===== config.mk =====
export PLATFORM = sky130hd
export DESIGN_NAME = sync_fifo_fwft
export DESIGN_NICKNAME = d
export VERILOG_FILES = /design/src/rtl/fifo_pkg.sv /design/src/rtl/dp_bram4096.sv /design/src/rtl/fifo_obuf.sv /design/src/rtl/sync_fifo_fwft.sv
export SDC_FILE = /design/constraint.sdc
export NUM_CORES = 2
export LEC_CHECK = 0
export ABC_AREA = 0
export CORE_MARGIN = 2
export CORE_UTILIZATION = 55
export DETAILED_ROUTE_END_ITERATION = 10
export MAX_ROUTING_LAYER = met4
export PLACE_DENSITY = 0.77
export SLEW_MARGIN = 10
export SYNTH_ARGS = -nofsm -noshare
export SYNTH_HDL_FRONTEND = slang
export SYNTH_SLANG_ARGS = --single-unit

===== constraint.sdc =====
create_clock -name clk -period 4.9 [get_ports clk]
set_input_delay 0.98 -clock clk [delete_from_list [all_inputs] [get_ports clk]]
set_output_delay 0.98 -clock clk [all_outputs]
set_load 0.005 [all_outputs]

===== src/rtl/fifo_pkg.sv =====
// Shared constants for the FWFT FIFO slice: the block RAM size and the
// width-to-depth mapping used to size pointers and counters.
package fifo_pkg;

    localparam int RAM_BITS = 4096;

    function automatic int depth_for_width(input int width);
        return RAM_BITS / width;
    endfunction

endpackage


===== src/rtl/dp_bram4096.sv =====
// 4096-bit simple dual-port block RAM: write on port A, registered read on
// port B with one cycle of latency. Contents are not reset.
module dp_bram4096
    import fifo_pkg::*;
#(
    parameter  int WIDTH = 8,
    localparam int DEPTH = depth_for_width(WIDTH),
    localparam int ADDRW = $clog2(DEPTH)
) (
    input  logic             clk_a,
    input  logic             we_a,
    input  logic [ADDRW-1:0] addr_a,
    input  logic [WIDTH-1:0] din_a,
    input  logic             clk_b,
    input  logic             re_b,
    input  logic [ADDRW-1:0] addr_b,
    output logic [WIDTH-1:0] dout_b
);

    logic [WIDTH-1:0] mem [DEPTH];
    logic [WIDTH-1:0] rd_data_q;

    always_ff @(posedge clk_a) begin
        if (we_a) begin
            mem[addr_a] <= din_a;
        end
    end

    always_ff @(posedge clk_b) begin
        if (re_b) begin
            rd_data_q <= mem[addr_b];
        end
    end

    assign dout_b = rd_data_q;

endmodule


===== src/rtl/fifo_obuf.sv =====
// Two-entry output skid buffer for the FWFT FIFO. The head entry drives
// rd_data; when the last word is popped the head stays put so rd_data holds.
module fifo_obuf #(
    parameter int WIDTH = 8
) (
    input  logic             clk,
    input  logic             rst_n,
    input  logic             wr_en,
    input  logic [WIDTH-1:0] wr_data,
    input  logic             rd_en,
    output logic [WIDTH-1:0] rd_data,
    output logic             valid,
    output logic [1:0]       cnt
);

    logic [1:0][WIDTH-1:0] entry_q, entry_d;
    logic                  head_q, head_d;
    logic [1:0]            cnt_q, cnt_d;
    logic                  pop;
    logic                  wr_idx;

    always_comb begin
        entry_d = entry_q;
        head_d  = head_q;
        pop     = rd_en && (cnt_q != 2'd0);
        // With one entry held the free slot is the other one; otherwise
        // (empty, or full with a pop freeing the head) it is the head slot.
        wr_idx  = head_q ^ (cnt_q == 2'd1);
        if (wr_en) begin
            entry_d[wr_idx] = wr_data;
        end
        if (pop && !(cnt_q == 2'd1 && !wr_en)) begin
            head_d = ~head_q;
        end
        cnt_d = cnt_q + 2'(wr_en) - 2'(pop);
    end

    always_ff @(posedge clk or negedge rst_n) begin
        if (!rst_n) begin
            entry_q <= '0;
            head_q  <= 1'b0;
            cnt_q   <= 2'd0;
        end else begin
            entry_q <= entry_d;
            head_q  <= head_d;
            cnt_q   <= cnt_d;
        end
    end

    assign rd_data = entry_q[head_q];
    assign valid   = (cnt_q != 2'd0);
    assign cnt     = cnt_q;

endmodule


===== src/rtl/sync_fifo_fwft.sv =====
// Single-clock first-word-fall-through FIFO on top of dp_bram4096. A read is
// prefetched whenever the output buffer has room, hiding the RAM latency.
module sync_fifo_fwft
    import fifo_pkg::*;
#(
    parameter  int WIDTH = 8,
    localparam int DEPTH = depth_for_width(WIDTH),
    localparam int ADDRW = $clog2(DEPTH),
    localparam int CNTW  = $clog2(DEPTH + 2) + 1
) (
    input  logic             clk,
    input  logic             rst_n,
    input  logic             valid_in,
    input  logic [WIDTH-1:0] data_in,
    output logic             ready_out,
    output logic             valid_out,
    output logic [WIDTH-1:0] data_out,
    input  logic             ready_in,
    output logic [CNTW-1:0]  level_out
);

    logic [ADDRW-1:0] wr_ptr_q, wr_ptr_d;
    logic [ADDRW-1:0] rd_ptr_q, rd_ptr_d;
    logic [CNTW-1:0]  ram_cnt_q, ram_cnt_d;
    logic             rd_pending_q, rd_pending_d;
    logic             ready_out_q, ready_out_d;
    logic             push, pop, rd_issue;
    logic [1:0]       obuf_cnt;
    logic [WIDTH-1:0] ram_rdata;

    always_comb begin
        push = valid_in && ready_out_q;
        pop  = valid_out && ready_in;
        // Words in or heading to the output buffer after this edge must fit in two slots.
        rd_issue = (ram_cnt_q != '0) &&
                   ({1'b0, obuf_cnt} + 3'(rd_pending_q) < 3'd2 + 3'(pop));
        wr_ptr_d     = push     ? wr_ptr_q + 1'b1 : wr_ptr_q;
        rd_ptr_d     = rd_issue ? rd_ptr_q + 1'b1 : rd_ptr_q;
        ram_cnt_d    = ram_cnt_q + CNTW'(push) - CNTW'(rd_issue);
        rd_pending_d = rd_issue;
        ready_out_d  = (ram_cnt_d != CNTW'(DEPTH));
    end

    always_ff @(posedge clk or negedge rst_n) begin
        if (!rst_n) begin
            wr_ptr_q     <= '0;
            rd_ptr_q     <= '0;
            ram_cnt_q    <= '0;
            rd_pending_q <= 1'b0;
            ready_out_q  <= 1'b0;
        end else begin
            wr_ptr_q     <= wr_ptr_d;
            rd_ptr_q     <= rd_ptr_d;
            ram_cnt_q    <= ram_cnt_d;
            rd_pending_q <= rd_pending_d;
            ready_out_q  <= ready_out_d;
        end
    end

    dp_bram4096 #(.WIDTH(WIDTH)) u_ram (
        .clk_a  (clk),
        .we_a   (push),
        .addr_a (wr_ptr_q),
        .din_a  (data_in),
        .clk_b  (clk),
        .re_b   (rd_issue),
        .addr_b (rd_ptr_q),
        .dout_b (ram_rdata)
    );

    fifo_obuf #(.WIDTH(WIDTH)) u_obuf (
        .clk     (clk),
        .rst_n   (rst_n),
        .wr_en   (rd_pending_q),
        .wr_data (ram_rdata),
        .rd_en   (pop),
        .rd_data (data_out),
        .valid   (valid_out),
        .cnt     (obuf_cnt)
    );

    assign ready_out = ready_out_q;
    assign level_out = ram_cnt_q + CNTW'(rd_pending_q) + CNTW'(obuf_cnt);

endmodule


==> out/qor.yml <==
final_layout:
  area_delta_synth_final_pct: 12.71
  final_common_cell: "edfxtp_1"
  nNetsFinal: 8083
  multi_input_comb_area_sq_mm: 0.03445
  most-common-layout-cells: "4104 x edfxtp_1, 924 x mux4_2, 564 x nor2_1"
  drive_gt1_share_pct: 25.27
  seq_area_sq_mm: 0.1245
  fin_util_pct: 62.40
  fill_cells: 18670
worst_setup_path:
  critPathBufInv: 2
  start_kind: "flop"
  path_class: "reg2reg"
  cpMostUsedCell: "buf_4"
  crit_path_end_kind: "flop"
  cp_cell_sequence: "buf_4 -> buf_4 -> mux4_2 -> a22oi_1 -> nand3_1 -> nand2_1 -> a31oi_1 -> o21ai_0 -> a21oi_1"
  worst_path_max_delay_cell: "dfrtp_4"
  cp_max_fo: 39
  crit_cells: 9
  max_stage_delay_ns: 1.00
  reg2reg_depth: 9
  path_delay_family: "compound AO/OA/AOI/OAI gates"
  cp.required_ns: 5.52
  cp.arrival_ns: 5.29
power:
  clock_power_share_pct: 31.0
  p_leak_nw: 57.27
  p_switching_mw: 31.01
  finalPower_mw: 99.95
  combPwrFrac_pct: 28.7
  swShare_pct: 31.03
  p_seq_share_pct: 40.3
  ir_worst_vdd_v: 0.0005943
  powerDensity_mw_per_mm2: 549.9
  p_int_mw: 68.94
floorplanning:
  core_sq_mm: 0.2913
  dieArea_sq_mm: 0.2976
  io_pins: 33
  start_util_pct: 55.36
  die_x_microns: 545.5
  die_y_microns: 545.5
  row_count: 198
cts:
  clock_sinks: 4154
  clock-root-buffer: "clkbuf_16"
  cts_tree: "done"
  clockBufferDepth: 4
  clkTransAtPathRegs_ns: 0.07
  ctsResizeCount: 0
  htreeDepth: 5
  cts_made_buffers: 396
  clock_latency_ns: 0.90
synth:
  ys.flop_type: "edfxtp_1"
  synth-seq-cells: 4154
  synth_cell_types: 70
  ys_seq_area_share_pct: 77.19
  syn_nets: 7658
  synth_warnings: 0
  syn_avg_cell_area_sq_um: 21.19
  ys_async_sr_fraction_pct: 1.204
  syn_area_sq_mm: 0.1613
  postSynthCellCount: 7611
  synth_edf_count: 4104
routing:
  drc_errors: 0
  via_per_inst: 6.817
  drt_iter0_markers: 14270
  first_pass_iters: 10
  vias: 83744
  ant_nets: 0
  wire_per_inst_microns: 34.55
  routed_wirelength_microns: 424500
sta:
  slew_viol_final: 0
  tightest_slew_ns: 1.227
  setup_viol_count_final: 0
  fin_worst_skew_ns: 0.04218
  hold_violations: 0
  rsz0062_at_grt: "no"
  fin_crit_sh_pct: 95.33
  hold-worst-slack_ns: 0.4876
  max_slew_margin_pct: 17.34
  setup_tns_ns: 0
  min_period_ns: 4.671
  max_freq_mhz: 214.1
job:
  max_cap_viol_count: 0
placement:
  port_buffers: 32
  dpl.hpwl_microns: 249200
  gp_congestion: 0.9463
global_route:
  grt_first_pass_wirelength_microns: 605400
  grt_pass1_vias: 83206
  grt_max_degree: 159
  gr-usage-all-layers_pct: 29.15
  antenna_found_initial: 21
  overflow: 0
worst_hold_path:
  hold_class: "in2async"
status:
  status: "finished clean"
[sequential cells by signal, indices dropped and copies added (netlist names)]
| name | cells |
|---|---|
| ram_cnt_q | 11 |
| u_ram.mem | 4096 |
| u_obuf.head_q | 1 |
| u_ram.dout_b | 8 |
| u_obuf.cnt | 2 |
| rd_pending_q | 1 |
| ready_out | 1 |
| wr_ptr_q | 9 |
| u_obuf.entry_q | 16 |
| rd_ptr_q | 9 |
[final timing paths]
kind,start,slack [ns],end
worst max-delay path,rd_ptr_q[1],0.23,u_ram.dout_b[6]
min in group clk,u_obuf.entry_q[10],0.50,u_obuf.entry_q[10]
worst min-delay path,rst_n,0.49,ram_cnt_q[0]
max in group asynchronous,rst_n,3.47,rd_ptr_q[2]
worst max register to register,rd_ptr_q[1],0.23,u_ram.dout_b[6]
worst min register to register,u_obuf.entry_q[10],0.50,u_obuf.entry_q[10]
[kinds of logic after synthesis]
logic type      synth area share, %
xor+xnor                     0.2009
simple gates                  2.549
flops                         77.19
buf+inv                       1.630
mux                           15.49
compound gates                2.652
fa+ha+maj                    0.2855
[power groups by stage]
| stage | clock network (mW) | registers [mW] | logic [mW] |
|---|---|---|---|
| 2_1_floorplan | 0 | 40.4 | 17.8 |
| 3_3_place_gp | 0 | 40.9 | 27.5 |
| 3_5_place_dp | 0 | 41.0 | 27.9 |
| 4_1_cts | 31.1 | 40.2 | 28.2 |
| 5_1_grt | 32.4 | 40.3 | 29.5 |
| 6_report | 31.0 | 40.3 | 28.7 |
[final cells by class]
class / count / area share [%]
flip-flops and latches: 4154 / 68.49
multi-input cells: 2961 / 18.95
clock buffers: 472 / 5.713
well taps: 3900 / 2.684
repair buffers: 491 / 2.602
clock inverters: 252 / 1.458
inverters: 32 / 0.07089
diodes: 23 / 0.03166
[per-stage QoR]
stage	area (sq um)	setup slack, ns	cells
after floorplan	161300	0.4002	7611
after global placement	168700	0.01007	11537
after detailed placement	168700	0.1161	11537
after CTS	181700	0.5572	12262
after global routing	181800	0.3160	12277
final	181800	0.2290	12285
[layer usage]
metal / track usage (%) / vias to the layer above / wire length, microns
met3: 7.013 / 1163 / 52910
met1: 38.11 / 43359 / 147700
met4: 13.53 / 0 / 23820
met5: - / - / 0
met2: 43.73 / 6630 / 200000
li1: - / 32592 / -
[Yosys cell counts (4+ instances only)]
cell | count | area (sq um)
a21oi_1 | 57 | 285.3
a22oi_1 | 196 | 1471
ha_1 | 32 | 400.4
o22a_1 | 8 | 70.07
a221oi_2 | 4 | 60.06
o221ai_1 | 33 | 289.0
buf_2 | 123 | 615.6
mux4_2 | 924 | 20810
inv_1 | 32 | 120.1
buf_4 | 60 | 450.4
nand4_1 | 13 | 81.33
xor2_1 | 9 | 78.83
nand2b_1 | 10 | 62.56
edfxtp_1 | 4104 | 123200
o2111ai_1 | 5 | 43.79
nor4_1 | 30 | 187.7
nand2_1 | 113 | 424.2
o21ai_1 | 11 | 55.05
mux2i_1 | 333 | 3333
a22o_1 | 12 | 105.1
nor2b_1 | 22 | 137.6
and3_1 | 6 | 37.54
o22ai_1 | 87 | 544.3
a221oi_1 | 57 | 499.2
nor3_1 | 32 | 160.2
xnor2_1 | 28 | 245.2
mux2_2 | 75 | 844.6
or2_2 | 4 | 25.02
and2_1 | 6 | 37.54
a211oi_1 | 32 | 240.2
buf_1 | 38 | 142.6
buf_6 | 37 | 416.7
o21ai_0 | 72 | 360.4
dfrtp_1 | 50 | 1251
nand3_1 | 124 | 620.6
nor2_1 | 575 | 2158
clkbuf_1 | 198 | 743.2
buf_12 | 4 | 80.08
buf_8 | 4 | 60.06
a2111oi_0 | 5 | 43.79
[timing repair]
item,CTS,global route
buffers inserted,0,0
setup endpoints to repair,0,0
endpoints found under the hold margin,12,0
hold buffers,1,0
Note: power is estimated with default switching activity, not from simulation.
